File: src/rtl/mem_arbiter.sv
// Two-master (IFU/LSU) to one-slave memory arbiter for the npc core.
// One outstanding transaction, alternating priority, response watchdog.
module mem_arbiter #(
    parameter int ADDR_W  = 32,
    parameter int DATA_W  = 32,
    parameter int TIMEOUT = 255
) (
    input  logic                clk,
    input  logic                rst,
    input  logic                ifu_req_valid,
    output logic                ifu_req_ready,
    input  logic [ADDR_W-1:0]   ifu_addr,
    output logic                ifu_resp_valid,
    output logic [DATA_W-1:0]   ifu_rdata,
    output logic                ifu_err,
    input  logic                lsu_req_valid,
    output logic                lsu_req_ready,
    input  logic [ADDR_W-1:0]   lsu_addr,
    input  logic                lsu_wen,
    input  logic [DATA_W-1:0]   lsu_wdata,
    input  logic [DATA_W/8-1:0] lsu_wmask,
    output logic                lsu_resp_valid,
    output logic [DATA_W-1:0]   lsu_rdata,
    output logic                lsu_err,
    output logic                mem_req_valid,
    input  logic                mem_req_ready,
    output logic [ADDR_W-1:0]   mem_addr,
    output logic                mem_wen,
    output logic [DATA_W-1:0]   mem_wdata,
    output logic [DATA_W/8-1:0] mem_wmask,
    input  logic                mem_resp_valid,
    input  logic [DATA_W-1:0]   mem_rdata
);

    localparam int MW = DATA_W / 8;
    localparam int CW = (TIMEOUT > 1) ? $clog2(TIMEOUT) : 1;
    localparam logic [CW-1:0] CNT_LAST = CW'(TIMEOUT - 1);

    typedef enum logic [1:0] {
        S_IDLE,
        S_REQ,
        S_WAIT,
        S_RESP
    } state_t;

    typedef enum logic {
        M_IFU,
        M_LSU
    } master_t;

    state_t        state;
    master_t       owner;
    master_t       last_grant;
    logic [CW-1:0] cnt;

    logic              ifu_gnt;
    logic              lsu_gnt;
    logic              req_valid_q;
    logic              ifu_resp_q;
    logic              lsu_resp_q;
    logic [ADDR_W-1:0] addr_q;
    logic              wen_q;
    logic [DATA_W-1:0] wdata_q;
    logic [MW-1:0]     wmask_q;
    logic [DATA_W-1:0] rdata_q;
    logic              err_q;

    // Grant decision in IDLE: lone requester wins, ties go to the master not served last.
    always_comb begin
        ifu_gnt = 1'b0;
        lsu_gnt = 1'b0;
        if (state == S_IDLE && !rst) begin
            if (ifu_req_valid && (!lsu_req_valid || last_grant == M_LSU)) begin
                ifu_gnt = 1'b1;
            end else if (lsu_req_valid) begin
                lsu_gnt = 1'b1;
            end
        end
    end

    assign ifu_req_ready  = ifu_gnt;
    assign lsu_req_ready  = lsu_gnt;
    assign ifu_resp_valid = ifu_resp_q;
    assign lsu_resp_valid = lsu_resp_q;
    assign ifu_rdata      = rdata_q;
    assign lsu_rdata      = rdata_q;
    assign ifu_err        = err_q;
    assign lsu_err        = err_q;
    assign mem_req_valid  = req_valid_q;
    assign mem_addr       = addr_q;
    assign mem_wen        = wen_q;
    assign mem_wdata      = wdata_q;
    assign mem_wmask      = wmask_q;

    // Transaction FSM: latch request, hand to memory, wait with watchdog, pulse response.
    always_ff @(posedge clk) begin
        if (rst) begin
            state       <= S_IDLE;
            owner       <= M_IFU;
            last_grant  <= M_LSU;
            cnt         <= '0;
            req_valid_q <= 1'b0;
            ifu_resp_q  <= 1'b0;
            lsu_resp_q  <= 1'b0;
            addr_q      <= '0;
            wen_q       <= 1'b0;
            wdata_q     <= '0;
            wmask_q     <= '0;
            rdata_q     <= '0;
            err_q       <= 1'b0;
        end else begin
            unique case (state)
                S_IDLE: begin
                    if (ifu_gnt || lsu_gnt) begin
                        owner       <= lsu_gnt ? M_LSU : M_IFU;
                        last_grant  <= lsu_gnt ? M_LSU : M_IFU;
                        addr_q      <= lsu_gnt ? lsu_addr : ifu_addr;
                        wen_q       <= lsu_gnt & lsu_wen;
                        wdata_q     <= lsu_gnt ? lsu_wdata : '0;
                        wmask_q     <= lsu_gnt ? lsu_wmask : '0;
                        req_valid_q <= 1'b1;
                        state       <= S_REQ;
                    end
                end
                S_REQ: begin
                    if (mem_req_ready) begin
                        req_valid_q <= 1'b0;
                        cnt         <= '0;
                        state       <= S_WAIT;
                    end
                end
                S_WAIT: begin
                    cnt <= cnt + 1'b1;
                    if (mem_resp_valid) begin
                        rdata_q    <= wen_q ? '0 : mem_rdata;
                        err_q      <= 1'b0;
                        ifu_resp_q <= (owner == M_IFU);
                        lsu_resp_q <= (owner == M_LSU);
                        state      <= S_RESP;
                    end else if (cnt == CNT_LAST) begin
                        rdata_q    <= '0;
                        err_q      <= 1'b1;
                        ifu_resp_q <= (owner == M_IFU);
                        lsu_resp_q <= (owner == M_LSU);
                        state      <= S_RESP;
                    end
                end
                S_RESP: begin
                    ifu_resp_q <= 1'b0;
                    lsu_resp_q <= 1'b0;
                    state      <= S_IDLE;
                end
                default: state <= S_IDLE;
            endcase
        end
    end

endmodule

File: config.mk
export PLATFORM = sky130hd
export DESIGN_NAME = mem_arbiter
export DESIGN_NICKNAME = d
export VERILOG_FILES = /design/src/rtl/mem_arbiter.sv
export SDC_FILE = /design/constraint.sdc
export NUM_CORES = 1
export LEC_CHECK = 0
export BUFFER_PORTS_ARGS = -buffer_cell sky130_fd_sc_hd__buf_2
export CAP_MARGIN = 15
export CORE_MARGIN = 10
export CORE_UTILIZATION = 43
export CTS_CLUSTER_SIZE = 40
export DETAILED_ROUTE_END_ITERATION = 8
export PLACE_DENSITY = 0.81
export SLEW_MARGIN = 25
export SYNTH_ARGS = -nofsm -noshare
export SYNTH_HDL_FRONTEND = slang
export SYNTH_SLANG_ARGS = --single-unit
File: constraint.sdc
create_clock -name clk -period 3.9 [get_ports clk]
set_input_delay 0.195 -clock clk [delete_from_list [all_inputs] [get_ports clk]]
set_output_delay 0.195 -clock clk [all_outputs]
set_load 0.02 [all_outputs]
Word-level counts from Yosys, hierarchy flattened
Index checks and enable logic that the tools add are counted. W data, S select, Z words.

Add/subtract/negate cells: 1. Eq/ne operators: 7. Muxes and demuxes: 30. Bitwise operators: 2. Reduce and logical (&&, ||, !) cells: 17.

Operator list (count): $mux W32 (5); $pmux W8 S2 (1); $mux W1 (14); $add A8 B1 Y8 const B (1); $eq A8 B8 Y1 const B (1); $mux W2 (4); $mux W8 (1); $pmux W2 S4 (1); $reduce_and A2 Y1 (4); $reduce_bool A2 Y1 (4); $pmux W1 S2 (3); $reduce_and A3 Y1 (2); $eq A2 B2 Y1 const B (2); $mux W4 (1); $ne A3 B3 Y1 const B (1); $eq A2 B1 Y1 const B (1); $logic_and A1 B1 Y1 (2); $logic_not A1 Y1 (2); $logic_not A2 Y1 (1); $logic_or A1 B1 Y1 (2); $ne A2 B1 Y1 const B (1); $ne A2 B2 Y1 const B (1); $and A1 B1 Y1 (1); $not A1 Y1 (1).

Bits in registers: 117. Input port bits: 139. Output and inout port bits: 140. Logic and storage cells: 70.

Longest topological paths before layout
Depth after elaboration: 8. Depth in mapped cells: 8. Mapped depth without buffers: 7.

Worst setup path after synthesis
Ideal clock, no wire load.

Path type: register to register. Start: register state[0]. End: register addr_q[10] (netlist: mem_addr[10]). Arrival: 1.511 ns. Data required time: 3.811 ns. Setup slack: 2.300 ns. Cell stages (with the launch flop): 8. Path through: dfxtp_1 > inv_1 > ha_1 > nor2b_4 > nand3_4 > clkbuf_1 > nand2_1 > a311oi_2.

Longest elaborated chain between the ends: 5.

Ends and longest elaborated chain: from (decl) (line 51) `state_t state;`; from (signal assigned) (line 98) `state <= S_IDLE;`; from (signal assigned) (line 122) `state <= S_REQ;`; from (signal assigned) (line 129) `state <= S_WAIT;`; $logic_not A2 Y1 * (line 72, 112); $logic_and A1 B1 Y1 (line 72) `if (state == S_IDLE && !rst) begin`; $mux W1 (line 72); $logic_or A1 B1 Y1 (line 114) `if (ifu_gnt || lsu_gnt) begin`; $reduce_and A2 Y1 (no line); to (signal assigned) (line 117) `addr_q <= lsu_gnt ? lsu_addr : ifu_addr;`; to (decl) (line 61) `logic [ADDR_W-1:0] addr_q;`.

Every way passes the cells marked *; elsewhere a longest branch is shown, timed or not. A chain may end at the register's enable or synchronous reset.

Final worst setup path
Start: register state[0]. End: output lsu_req_ready.

Longest elaborated chain between the ends: 3.

Ends and longest elaborated chain: $logic_not A2 Y1 (line 72); $logic_and A1 B1 Y1 (line 72); $mux W1 (line 72); to (decl) (line 17) `output logic lsu_req_ready,`.

Every way passes these cells.

==> impl_metrics.py <==
metrics = {
    "run_status": {
        "status": "finished, final reports clean",
    },
    "synth": {
        "synth-async-reset-ratio": 0,
        "synth_area_per_cell_um2": 9.29,
        "seq_area_frac_synth": 0.443,
        "post_synth_num_cell_types": 39,
        "synth_xor_xnor_area_share": 0.00828,
        "multiplexer_share_of_the_synthesized_area": 0.0665,
        "total_number_of_yosys_warnings": 0,
        "post_synth_and_or_nand_nor_area_fraction": 0.197,
        "combinational_family_with_the_most_area_after_synthesis": "simple AND/OR/NAND/NOR gates",
        "syn_area_um2": 5290,
        "synthCells": 569,
        "synth-main-ff-cell": "sky130_fd_sc_hd__dfxtp_1",
        "mappedNetlistNets": 715,
        "synth-adder-area-share": 0.0166,
        "ys_ff_latch": 117,
        "synth-compound-area-share": 0.173,
        "post_synth_edffs": 0,
    },
    "sta": {
        "max_slew.worst_pin.slew_ns": 0.672,
        "fin_crit_sh": 0.704,
        "max_transition_viols_final": 0,
        "timing.setup.tns_ns": 0,
        "rsz0062_at_grt": "false",
        "count_of_endpoints_failing_hold_in_the_final_timing_report": 0,
        "finalWorstPathRequiredPeriod_ns": 2.75,
        "finClkSkew_ns": 0.0104,
        "final-setup-viol-count": 0,
        "max_clock_freq_mhz": 364,
        "setup_ws_ns": 1.15,
        "timing.slew.headroom": 0.552,
    },
    "cts": {
        "cts_root_buffer": "sky130_fd_sc_hd__clkbuf_16",
        "cts_resized": 0,
        "tritoncts": "done",
        "clkSinkCount": 117,
        "post_cts_buffers": 0,
        "cts_made_buffers": 17,
        "clock_latency_ns": 0.40,
        "ctsHoldBuffers": 0,
        "clk_path_buf_depth": 2,
        "path_clk_slew_ns": 0.06,
        "cts-htree-levels": 4,
    },
    "global_route": {
        "grtUsageTotal": 0.174,
        "grt_remaining_overflow": 0,
        "grt_max_degree": 60,
        "grt_antenna_before_repair": 4,
        "global_route_wire_length_before_repair_um": 23800,
        "grt_pass1_vias": 4768,
    },
    "setup_path": {
        "max_stage_delay_ns": 0.36,
        "endpoint_kind": "output port",
        "critical_path.startpoint_type": "flip-flop",
        "crit_path_top_delay_cell": "sky130_fd_sc_hd__inv_2",
        "largest_fanout_on_the_critical_path": 59,
        "cp.buffers_inverters": 4,
        "critPathKind": "reg2out",
        "cp_cell_sequence": "inv_1 > ha_1 > nor2b_4 > nand3_4 > inv_2 > buf_12 > buf_2",
        "critical-path-top-delay-family": "buffers and inverters",
        "cp_data_required_time_ns": 3.70,
        "cp.arrival_ns": 2.55,
    },
    "flow_run": {
        "max_cap_viol_count": 0,
    },
    "routing": {
        "detail_route.drc_violations": 0,
        "initial_drc_count": 251,
        "totalWireLength_um": 15700,
        "first_drt_pass_iteration_count": 5,
        "post_drt_wl_per_cell_um": 16.4,
        "vias": 4790,
        "drt.antenna.violating_nets": 0,
        "route.detailed.vias_per_inst": 4.98,
    },
    "power": {
        "design_power_total_mw": 4.05,
        "power.leakage_nw": 3.49,
        "vdd.ir_drop.worst_mv": 0.287,
        "cellPowerDensity_nw_per_um2": 579,
    },
    "cells_and_area": {
        "leading_cell_type_in_the_layout_fill_and_taps_excluded": "sky130_fd_sc_hd__buf_2",
        "synthToLayoutAreaGrowth_pct": 32.3,
        "design.final.nets": 945,
        "fillCellCount": 1095,
        "drive_gt1_frac": 0.440,
        "most-common-layout-cells": "277 x sky130_fd_sc_hd__buf_2, 117 x sky130_fd_sc_hd__dfxtp_1, 102 x sky130_fd_sc_hd__nand2_1, 79 x sky130_fd_sc_hd__nor2_1, 37 x sky130_fd_sc_hd__a22oi_1",
    },
    "die": {
        "die_width_um": 131,
        "start_util": 0.440,
        "die_area_um2": 17100,
        "fp.coreArea_um2": 12000,
        "num_rows": 40,
        "io_pins": 279,
        "chipHeight_um": 131,
    },
    "hold_path": {
        "hold_class": "in2reg",
    },
    "placement": {
        "post-place-ws_ns": 1.45,
        "globalplace.congestion": 0.778,
        "port_buffers": 278,
        "hpwl_um": 12000,
    },
}
[metal layers]
layer	vias up	track usage	wire [um]
met1	2177	0.190	6360
met5	-	0	13
met4	2	0.0504	153
met3	13	0.0959	1980
met2	223	0.284	7240
li1	2375	-	-
[cells in the mapped netlist, types with 2 or more instances]
library cell                instances  area share
sky130_fd_sc_hd__a211oi_1           2      0.0028
sky130_fd_sc_hd__a21oi_1            8      0.0076
sky130_fd_sc_hd__a22oi_1           37       0.053
sky130_fd_sc_hd__a2bb2oi_1          2      0.0033
sky130_fd_sc_hd__a311oi_2          32       0.091
sky130_fd_sc_hd__buf_2              7      0.0066
sky130_fd_sc_hd__buf_4             39       0.055
sky130_fd_sc_hd__buf_6              8       0.017
sky130_fd_sc_hd__clkbuf_1          19       0.013
sky130_fd_sc_hd__dfxtp_1          117        0.44
sky130_fd_sc_hd__ha_1               7       0.017
sky130_fd_sc_hd__inv_1              4      0.0028
sky130_fd_sc_hd__mux2i_1           34       0.064
sky130_fd_sc_hd__nand2_1          102       0.072
sky130_fd_sc_hd__nand2b_1          36       0.043
sky130_fd_sc_hd__nand3_1            3      0.0028
sky130_fd_sc_hd__nor2_1            79       0.056
sky130_fd_sc_hd__nor2b_1            2      0.0024
sky130_fd_sc_hd__nor3_1             2      0.0019
sky130_fd_sc_hd__o21a_1             2      0.0028
sky130_fd_sc_hd__o21ai_0            5      0.0047
sky130_fd_sc_hd__o21bai_1           2      0.0028
sky130_fd_sc_hd__xnor2_1            2      0.0033
sky130_fd_sc_hd__xor2_1             3      0.0050
[sequential cells by signal (all words and copies together) (netlist names), 2 cells and up]
name and flops:
ifu_rdata 32, mem_addr 32, mem_wdata 32, cnt 8, mem_wmask 4, state 2
[where the power goes]
| part | internal, mW | total [mW] | switching [mW] | leakage [nW] |
|---|---|---|---|---|
| logic | 0.448 | 1.20 | 0.750 | 2.28 |
| clock network | 0.825 | 1.42 | 0.595 | 0.258 |
| registers | 1.35 | 1.43 | 0.0849 | 0.952 |
[worst paths after layout]
kind	depth (start not counted)	slack, ns	to	start
setup / recovery	7	1.15	lsu_req_ready	state[0]
hold / removal	2	0.04	ifu_err	mem_resp_valid
setup reg to reg	7	1.47	mem_addr[5]	state[0]
hold reg to reg	2	0.48	ifu_resp_valid	ifu_resp_valid
[cells by family (layout without fill, tap and decap cells)]
family,Yosys count,in the layout
XOR/XNOR,5,5
AO/OA/AOI/OAI,93,93
flip-flops,117,117
buffers and inverters,78,321
other,0,3
multiplexers,35,35
adder cells (fa/ha/maj),7,7
AND/OR/NAND/NOR,234,234
[cell type report]
type	instances	area [um^2]	share of cell area
diodes	3	7.51	0.00107
clock buffers	17	425	0.0608
clock inverters	15	119	0.0170
inverters	5	18.8	0.00268
multi-input cells	374	2440	0.350
flip-flops and latches	117	2340	0.335
well taps	147	184	0.0263
repair buffers	284	1450	0.208
[metrics by stage]
step	util	hold WS, ns	cells	area [um^2]
2_1_floorplan	-	0.295	569	5290
3_3_place_gp	0.536	0.439	927	6440
3_5_place_dp	0.536	0.447	927	6440
4_1_cts	0.582	0.0241	959	6990
5_1_grt	0.582	0.0320	959	6990
6_report	0.582	0.0352	962	6990
[worst register-to-register path, cell delays in order (launching register included)]
cell and delay, ns:
sky130_fd_sc_hd__dfxtp_1 0.33, sky130_fd_sc_hd__inv_1 0.11, sky130_fd_sc_hd__ha_1 0.23, sky130_fd_sc_hd__nor2b_4 0.22
sky130_fd_sc_hd__o21a_2 0.53, sky130_fd_sc_hd__buf_4 0.54, sky130_fd_sc_hd__nor2_1 0.14, sky130_fd_sc_hd__a311oi_2 0.26
No activity file was read; power rests on OpenSTA's default activity.
